===== src/rtl/nes_bus_pkg.sv =====
// Shared definitions for the NES CPU memory bus: bus geometry, drain address
// and the bus-owner encoding reported by the arbiter.
`timescale 1ns/1ps
package nes_bus_pkg;

   localparam int          AW         = 16;
   localparam int          DW         = 8;
   localparam logic [15:0] DRAIN_ADDR = 16'h0000;

   typedef enum logic [1:0] {
      OWN_CPU   = 2'd0,
      OWN_HCI   = 2'd1,
      OWN_AUX   = 2'd2,
      OWN_DRAIN = 2'd3
   } owner_e;

endpackage


===== src/rtl/cpumc_arb.sv =====
// Shared CPU memory bus arbiter: CPU is the default owner, HCI outranks AUX,
// and every ownership change passes through a side-effect-free drain cycle.
`timescale 1ns/1ps
module cpumc_arb #(
   parameter int            AW            = nes_bus_pkg::AW,
   parameter int            DW            = nes_bus_pkg::DW,
   parameter int            AUX_MAX_BURST = 64,
   parameter logic [AW-1:0] DRAIN_ADDR    = AW'(nes_bus_pkg::DRAIN_ADDR)
) (
   input  logic          clk_in,
   input  logic          nrst_in,
   input  logic [AW-1:0] cpu_a_in,
   input  logic [DW-1:0] cpu_d_in,
   input  logic          cpu_r_nw_in,
   output logic          cpu_rdy_out,
   input  logic          hci_req_in,
   input  logic [AW-1:0] hci_a_in,
   input  logic [DW-1:0] hci_d_in,
   input  logic          hci_r_nw_in,
   output logic          hci_gnt_out,
   output logic          hci_rvalid_out,
   input  logic          aux_req_in,
   input  logic [AW-1:0] aux_a_in,
   input  logic [DW-1:0] aux_d_in,
   input  logic          aux_r_nw_in,
   output logic          aux_gnt_out,
   output logic          aux_rvalid_out,
   output logic [AW-1:0] mem_a_out,
   output logic [DW-1:0] mem_d_out,
   output logic          mem_r_nw_out,
   input  logic [DW-1:0] mem_d_in,
   output logic [1:0]    owner_out
);
   import nes_bus_pkg::*;

   localparam logic [6:0] BURST_LIM = 7'(AUX_MAX_BURST);

   owner_e        state_q, state_d;
   owner_e        next_owner_q, next_owner_d;
   logic [6:0]    burst_q, burst_d, burst_inc_s;
   logic          cpu_owed_q, cpu_owed_d;
   logic          cpu_rdy_q, hci_gnt_q, aux_gnt_q;
   logic          hci_rvalid_q, aux_rvalid_q;
   logic [AW-1:0] mem_a_s;
   logic [DW-1:0] mem_d_s;
   logic          mem_r_nw_s;
   logic          mem_d_unused_s;

   // Read data is consumed by the requesters directly; the arbiter only flags it.
   assign mem_d_unused_s = ^mem_d_in;

   // Ownership sequencing; cpu_owed marks an AUX tenure not yet followed by a CPU cycle.
   always_comb begin
      state_d      = state_q;
      next_owner_d = next_owner_q;
      burst_d      = burst_q;
      cpu_owed_d   = cpu_owed_q;
      burst_inc_s  = (burst_q == 7'h7F) ? burst_q : burst_q + 7'd1;
      case (state_q)
         OWN_CPU: begin
            cpu_owed_d = 1'b0;
            if (hci_req_in) begin
               state_d      = OWN_DRAIN;
               next_owner_d = OWN_HCI;
            end else if (aux_req_in) begin
               state_d      = OWN_DRAIN;
               next_owner_d = OWN_AUX;
            end else begin
               state_d      = OWN_CPU;
            end
         end
         OWN_HCI: begin
            if (!hci_req_in) begin
               state_d      = OWN_DRAIN;
               next_owner_d = (aux_req_in && !cpu_owed_q) ? OWN_AUX : OWN_CPU;
            end else begin
               state_d      = OWN_HCI;
            end
         end
         OWN_AUX: begin
            burst_d = burst_inc_s;
            if (hci_req_in) begin
               state_d      = OWN_DRAIN;
               next_owner_d = OWN_HCI;
               cpu_owed_d   = 1'b1;
            end else if (!aux_req_in || (burst_inc_s >= BURST_LIM)) begin
               state_d      = OWN_DRAIN;
               next_owner_d = OWN_CPU;
               cpu_owed_d   = 1'b1;
            end else begin
               state_d      = OWN_AUX;
            end
         end
         OWN_DRAIN: begin
            next_owner_d = OWN_CPU;
            case (next_owner_q)
               OWN_HCI: state_d = OWN_HCI;
               OWN_AUX: state_d = hci_req_in ? OWN_HCI : OWN_AUX;
               OWN_CPU: state_d = OWN_CPU;
               default: state_d = OWN_CPU;
            endcase
            if (state_d == OWN_AUX) begin
               burst_d = 7'd0;
            end else begin
               burst_d = burst_q;
            end
         end
         default: begin
            state_d      = OWN_CPU;
            next_owner_d = OWN_CPU;
         end
      endcase
   end

   // Grants decode the next state so they line up with the registered owner.
   always_ff @(posedge clk_in or negedge nrst_in) begin
      if (!nrst_in) begin
         state_q      <= OWN_CPU;
         next_owner_q <= OWN_CPU;
         burst_q      <= 7'd0;
         cpu_owed_q   <= 1'b0;
         cpu_rdy_q    <= 1'b1;
         hci_gnt_q    <= 1'b0;
         aux_gnt_q    <= 1'b0;
         hci_rvalid_q <= 1'b0;
         aux_rvalid_q <= 1'b0;
      end else begin
         state_q      <= state_d;
         next_owner_q <= next_owner_d;
         burst_q      <= burst_d;
         cpu_owed_q   <= cpu_owed_d;
         cpu_rdy_q    <= (state_d == OWN_CPU);
         hci_gnt_q    <= (state_d == OWN_HCI);
         aux_gnt_q    <= (state_d == OWN_AUX);
         hci_rvalid_q <= hci_gnt_q & hci_r_nw_in;
         aux_rvalid_q <= aux_gnt_q & aux_r_nw_in;
      end
   end

   // Bus mux on the registered owner; drain cycles issue a harmless WRAM read.
   always_comb begin
      mem_a_s    = cpu_a_in;
      mem_d_s    = cpu_d_in;
      mem_r_nw_s = cpu_r_nw_in;
      case (state_q)
         OWN_CPU: begin
            mem_a_s    = cpu_a_in;
            mem_d_s    = cpu_d_in;
            mem_r_nw_s = cpu_r_nw_in;
         end
         OWN_HCI: begin
            mem_a_s    = hci_a_in;
            mem_d_s    = hci_d_in;
            mem_r_nw_s = hci_r_nw_in;
         end
         OWN_AUX: begin
            mem_a_s    = aux_a_in;
            mem_d_s    = aux_d_in;
            mem_r_nw_s = aux_r_nw_in;
         end
         default: begin
            mem_a_s    = DRAIN_ADDR;
            mem_d_s    = {DW{1'b0}};
            mem_r_nw_s = 1'b1;
         end
      endcase
   end

   // Holding reset forces a read so no write escapes while the bus settles.
   assign mem_a_out      = mem_a_s;
   assign mem_d_out      = mem_d_s;
   assign mem_r_nw_out   = mem_r_nw_s | ~nrst_in;
   assign owner_out      = state_q;
   assign cpu_rdy_out    = cpu_rdy_q;
   assign hci_gnt_out    = hci_gnt_q;
   assign aux_gnt_out    = aux_gnt_q;
   assign hci_rvalid_out = hci_rvalid_q;
   assign aux_rvalid_out = aux_rvalid_q;

endmodule


===== config.mk =====
export PLATFORM = sky130hd
export DESIGN_NAME = cpumc_arb
export DESIGN_NICKNAME = d
export VERILOG_FILES = /design/src/rtl/nes_bus_pkg.sv /design/src/rtl/cpumc_arb.sv
export SDC_FILE = /design/constraint.sdc
export NUM_CORES = 1
export LEC_CHECK = 0
export CAP_MARGIN = 40
export CORE_AREA = 2 2 80 59
export CTS_CLUSTER_DIAMETER = 30
export DETAILED_ROUTE_END_ITERATION = 8
export DIE_AREA = 0 0 82 61
export GPL_TIMING_DRIVEN = 0
export PLACE_DENSITY = 0.83
export RECOVER_POWER = 25
export SYNTH_ARGS = -nofsm -noshare
export SYNTH_HDL_FRONTEND = slang
export SYNTH_SLANG_ARGS = --single-unit

===== constraint.sdc =====
create_clock -name clk_in -period 2.26 [get_ports clk_in]
set_input_delay 0.452 -clock clk_in [delete_from_list [all_inputs] [get_ports clk_in]]
set_output_delay 0.452 -clock clk_in [all_outputs]
set_load 0.02 [all_outputs]

==> results.md, run 1 <==
* RR Startpoint: next_owner_q[1]
* Worst EP arrival at 1740 ps
* GP Congestion at 0.797
* Final worst slack at 65.8 ps
* DR iter-0 viols at 76
* Initial antenna violation count at 0
* Hold Path Class: in2async
* Final Max Tran Viols at 0
* Fin util at 60.2%
* Antenna Nets Post-Route at 0
* GRT Util Overall at 18.4%
* Critical Path End Type: primary output
* Fin crit period at 2190 ps
* Crit Path Class: reg2out
* TritonCTS buffer count at 3
* Drt total wl at 4690 um
* Final setup viols at 0
* CP endpoint: mem_d_out[3]
* DP Area at 0.00254 mm2
* Clock slew at reported path FFs at 70 ps
* Skew-Pair Late Insertion Delay at 260 ps
* Horiz. Die Dim at 82 um
* Via count at 1680
* Async SR Flop Fraction at 100%
* Dpl hpwl at 3710 um
* Peak VDD IR at 445 uV
* Layout Cells excl Fill at 337
* Synth top area share at 29.0%
* Remaining global-route overflow at 0
* Status: completed
* Avg Cell Area, Syn at 8.22 um2
* Starting Density at 32.9%
* Placeable core region at 0.00420 mm2
* Post-Synthesis Cell Area at 0.00138 mm2
* H-tree level count at 1
* Diode count at 0
* Area grow syn2layout at 83.3%
* PwrDens at 1070 mW/mm2
* Rel. slew slack at 37.8%
* Synth warn at 0
* CTS tree: built
* Post-synth EDFFs at 0
* Die Ht at 61 um
* Largest net degree at the start of global routing at 19
* Die area at 0.00500 mm2
* Root Driver: clkbuf_8
* Max cap viols at 0
* Synth Instances at 168
* Commonest non-fill, non-tap cell in the layout: clkdlybuf4s50_1
* Startpoint Class: flop
* Crit Path Max Fanout at 10
* Power Total at 2710 uW
* Syn nets at 258
* Num Clock Sinks at 17
* Vias in the first global route at 1570
* RSZ-0062 raised after global routing: yes
* Post-synthesis sequential area ratio at 30.9%
* Yosys top cell by area: dfrtp_1
* Layout Skew at 3.35 ps
* Hold Fails Final Rpt at 0
* Crit path launch: owner_out[0]
* DRC viols at 0
* Clk buf depth at 2
* Achievable Freq at 456 MHz
* Port Buffers at 109
* Most frequent cells in the layout: 82 x clkdlybuf4s50_1, 29 x nand2_1, 29 x o21ai_0, 24 x mux2i_1, 15 x dfrtp_1
* Cell count after placement at 332
* CP required at 1810 ps
* Via/cell ratio at 4.99
* Static Leak at 0.00114 uW
* Design Area, Final at 0.00253 mm2
* Final Net Count at 373
* Num ports at 119
* R2R setup slack at 510 ps
* Reg2Reg Capture Point: burst_q[0]
* Layout cell share with drive strength beyond 1 at 16.0%
* Synth top area cells: dfrtp_1 29%, mux2i_1 17%, o21ai_0 11%, nand2_1 7.9%, ha_1 2.7%
* Post-CTS Setup Bufs at 0
* Post-CTS Hold Buffers at 0
* Pre-antenna DRT Iters at 4
* First-pass GRT wire length at 7070 um
* Measured slew at the worst slew-check pin at 933 ps
* Filler cells at 390
* Routed wire per std cell at 13.9 um
* Crit share post-route at 97.1%
* Netlist cell types at 37
* Rows at 20
* Primary FF master, synth: dfrtp_1
* #FFs+latches synth at 17
* Reg2reg path depth at 6
* DP Worst Slack at -374 ps
[cells in the mapped netlist, types with 2 or more instances]
cell type,instances
or4_4,2
and3_4,2
nand2b_1,2
nor2b_1,4
a311oi_1,2
nand2_1,29
inv_1,5
buf_2,7
a21oi_1,5
and3_1,3
nor3b_1,3
ha_1,3
nand3_1,2
mux2i_1,24
o21ai_0,29
clkbuf_1,4
nor2_1,4
dfrtp_1,16
o21bai_1,2
and2_1,3
[what timing repair did]
item,CTS,global route
gates resized for setup,78,37
setup endpoints to repair,25,23
cloned,0,1
[worst max-delay path: stages, from the launching register on]
cell and delay (ps):
dfrtp_1 390, clkbuf_4 210, nor2b_4 150, clkdlybuf4s15_2 280, nand2_1 70, o21ai_0 70
clkdlybuf4s15_1 330
[final cells by class]
type                            instances  area (um2)  share of cell area [%]
Sequential cell                        17         428                    16.9
Clock inverter                          1        5.00                   0.198
Timing Repair Buffer                  110        1010                    39.8
Multi-Input combinational cell        135         893                    35.3
Inverter                                5        18.8                   0.741
Clock buffer                            3        41.3                    1.63
Tap cell                               55        68.8                    2.72
Buffer                                 11        68.8                    2.72
[kinds of logic after synthesis]
kind of cell | after synthesis | synth area share, %
and+or+nand+nor | 58 | 21.9
AOI/OAI and AO/OA | 49 | 21.3
muxes | 25 | 18.2
DFF | 17 | 30.9
buffers and inverters | 16 | 4.98
adders and majority gates | 3 | 2.72
[stage by stage]
stage | hold WS [ps] | TNS, ps
6_report | 311 | 0
5_1_grt | 396 | -107
4_1_cts | 406 | -137
3_5_place_dp | 467 | -2870
3_3_place_gp | 468 | -2870
2_1_floorplan | 156 | 0
[power breakdown]
part	total, uW	switching, uW	internal, uW
Combinational	1920	1070	847
Clock	230	108	123
Sequential	562	120	442
[flip-flops by register name (all words and copies together), names as in the netlist]
name,cells
owner_out,2
cpu_owed_q,1
aux_rvalid_out,1
next_owner_q,2
hci_gnt_out,1
burst_q,7
cpu_rdy_out,1
aux_gnt_out,1
hci_rvalid_out,1
[layer usage]
metal	up-vias	GRT usage (%)	part of all wire [%]
li1	835	-	-
met1	765	24.2	44
met2	72	29.2	47
met3	8	6.25	8.1
met4	0	5.24	1.0
met5	-	0	0
[worst min-delay path by stage]
stage                 from              to  depth (start not counted)
5_1_grt            nrst_in      burst_q[5]                          1
6_report           nrst_in      burst_q[5]                          1
4_1_cts            nrst_in  hci_rvalid_out                          1
3_3_place_gp   aux_gnt_out  aux_rvalid_out                          1
2_1_floorplan      nrst_in     aux_gnt_out                          0
3_5_place_dp   aux_gnt_out  aux_rvalid_out                          1
(Power assumes the default switching activity.)
==> run 2, diff against run 1 <==
CELL_PAD_IN_SITES_DETAIL_PLACEMENT = 1   (was unset)
CELL_PAD_IN_SITES_GLOBAL_PLACEMENT = 1   (was unset)
CORE_AREA = 2 2 96 70   (was 2 2 80 59)
DIE_AREA = 0 0 98 72   (was 0 0 82 61)
PLACE_DENSITY = 0.86   (was 0.83)
==> results.md, run 2 (same netlist as run 1, synthesis figures left out) <==
* Num Clock Sinks at 17 (unchanged)
* Largest net degree at the start of global routing at 19 (unchanged)
* RSZ-0062 raised after global routing: no (was yes)
* Max Used Layer: met4 (unchanged)
* Via count at 1719 (was 1680)
* Max cap viols at 0 (unchanged)
* Post-CTS Setup Bufs at 0 (unchanged)
* Slowest CP cell: dfrtp_1 (unchanged)
* Slowest stage delay, CP at 360 ps (was 390 ps)
* Remaining global-route overflow at 0 (unchanged)
* Cell internal pwr at 1390 uW (was 1410 uW)
* Diode count at 0 (unchanged)
* Crit Path Max Fanout at 10 (unchanged)
* First-pass GRT wire length at 8840 um (was 7070 um)
* GP Congestion at 0.759 (was 0.797)
* Num ports at 119 (unchanged)
* CTS tree: built (unchanged)
* Fin util at 41.7% (was 60.2%)
* Sequential cell area at 428 um2 (unchanged)
* Area grow syn2layout at 84.1% (was 83.3%)
* GRT Util Overall at 15.3% (was 18.4%)
* Layout Skew at 1.40 ps (was 3.35 ps)
* CP Buf/Inv Count at 2 (was 3)
* Achievable Freq at 465 MHz (was 456 MHz)
* Layout cell share with drive strength beyond 1 at 14.6% (was 16.0%)
* Final Net Count at 372 (was 373)
* Final Max Tran Viols at 0 (unchanged)
* Vias in the first global route at 1851 (was 1570)
* Largest register FFs at 7 (unchanged)
* Clock slew at reported path FFs at 70 ps (about the same)
* Dpl hpwl at 4490 um (was 3710 um)
* Routed wire per std cell at 15.0 um (was 13.9 um)
* Final worst slack at 109 ps (was 65.8 ps)
* Hold Path Class: in2async (unchanged)
* CP required at 1810 ps (about the same)
* Detail Route met2 WL at 2620 um (was 2190 um)
* Routed met1 length at 2310 um (was 2060 um)
* Placeable core region at 0.00610 mm2 (was 0.00420 mm2)
* CP delay by family, top: buffers and inverters (unchanged)
* Clock power frac at 8.6% (was 8.5%)
* Drt total wl at 5380 um (was 4690 um)
* Multi-input logic area at 888 um2 (was 893 um2)
* Skew-Pair Late Insertion Delay at 260 ps (about the same)
* Starting Density at 22.7% (was 32.9%)
* Switching power at 1320 uW (was 1300 uW)
* Pre-antenna DRT Iters at 4 (unchanged)
* Hold slack at 329 ps (was 311 ps)
* Fin Setup TNS at 0 ps (unchanged)
* PwrDens at 1070 mW/mm2 (about the same)
* Status: completed (unchanged)
* Final setup viols at 0 (unchanged)
* H-tree level count at 1 (unchanged)
* Most frequent cells in the layout: 82 x clkdlybuf4s50_1, 29 x nand2_1, 29 x o21ai_0, 24 x mux2i_1 (was 82 x clkdlybuf4s50_1, 29 x nand2_1, 29 x o21ai_0, 24 x mux2i_1, 15 x dfrtp_1)
* Crit share post-route at 95.2% (was 97.1%)
* DP Worst Slack at -364 ps (was -374 ps)
* Antenna Nets Post-Route at 0 (unchanged)
* Static Leak at 0.00114 uW (about the same)
* Comb power frac at 70.5% (was 70.8%)
* Filler cells at 718 (was 390)
* Crit Path Class: reg2out (unchanged)
* Hold Fails Final Rpt at 0 (unchanged)
* Measured slew at the worst slew-check pin at 987 ps (was 933 ps)
* Startpoint Class: flop (unchanged)
* Die Ht at 72 um (was 61 um)
* Rows at 24 (was 20)
* Via/cell ratio at 4.79 (was 4.99)
* Root Driver: clkbuf_8 (unchanged)
* Port Buffers at 109 (unchanged)
* TritonCTS buffer count at 3 (unchanged)
* Met3 wire length at 443 um (was 380 um)
* Critical path, cell by cell: buf_4 -> mux2_2 -> o22ai_1 -> nand2_1 -> clkdlybuf4s15_1 (was clkbuf_4 -> nor2b_4 -> clkdlybuf4s15_2 -> nand2_1 -> o21ai_0 -> clkdlybuf4s15_1)
* Die area at 0.00706 mm2 (was 0.00500 mm2)
* Biggest register: burst_q (unchanged)
* Clk buf depth at 2 (unchanged)
* Critical Path End Type: primary output (unchanged)
* Worst EP arrival at 1700 ps (was 1740 ps)
* Initial antenna violation count at 0 (unchanged)
* Sequential share of power at 20.9% (was 20.7%)
* Rel. slew slack at 34.2% (was 37.8%)
* R2R setup slack at 490 ps (was 510 ps)
* Switch share at 48.8% (was 47.9%)
* DRC viols at 0 (unchanged)
* Fin crit period at 2150 ps (was 2190 ps)
* DR iter-0 viols at 21 (was 76)
* Horiz. Die Dim at 98 um (was 82 um)
* Peak VDD IR at 456 uV (was 445 uV)
* Commonest non-fill, non-tap cell in the layout: clkdlybuf4s50_1 (unchanged)
==> run 2: cell count changes in the layout (fill, tap and decap cells not counted), sizes merged <==
cell           change
clkbuf             -3
dlygate4sd2        +3
buf                +3
clkdlybuf4s15      -4
==> run 2: through the flow <==
| stage | power, uW | std cells | instance area [um2] |
|---|---|---|---|
| after floorplan | 1710 | 168 | 1380 |
| after global placement | 2610 | 355 | 2570 |
| after detailed placement | 2670 | 355 | 2570 |
| after CTS | 2770 | 359 | 2570 |
| after global routing | 2940 | 359 | 2540 |
| final | 2710 | 359 | 2540 |
==> run 2: worst paths after layout <==
check                                 from              to  cells past startpoint
max                           owner_out[0]    mem_r_nw_out                      5
max in group asynchronous          nrst_in    owner_out[1]                      1
min in group clk_in            hci_gnt_out  hci_rvalid_out                      1
max reg2reg                next_owner_q[0]      burst_q[0]                      6
min reg2reg                    hci_gnt_out  hci_rvalid_out                      1
min                                nrst_in  hci_rvalid_out                      1
==> run 2: layer usage <==
| layer | vias to the layer above | global-route usage [%] |
|---|---|---|
| met5 | - | 0 |
| met4 | 0 | 1.70 |
| met3 | 2 | 5.59 |
| met2 | 68 | 27.7 |
| met1 | 822 | 18.1 |
| li1 | 827 | - |
==> run 2: final cells by class <==
class	instances	share of cell area, %
multi-input combinational	135	34.9
clock buffer	3	1.62
timing repair buffer	109	38.8
clock inverter	1	0.197
buffer	11	3.05
tap	78	3.84
inverter	5	0.738
sequential	17	16.8
==> run 2: timing repair <==
action	4_1_cts	5_1_grt
endpoints found under the setup margin	25	25
gates resized for setup	88	20
pin swaps	0	0
gates cloned	0	0
hold buffers	0	0
==> run 2: power by group through the flow <==
| stage | sequential [uW] | clock [uW] | combinational (uW) |
|---|---|---|---|
| after floorplan | 585 | 0 | 1120 |
| after global routing | 589 | 252 | 2090 |
| after CTS | 563 | 241 | 1960 |
| final | 566 | 233 | 1910 |
| after global placement | 558 | 0 | 2050 |
| after detailed placement | 563 | 0 | 2110 |
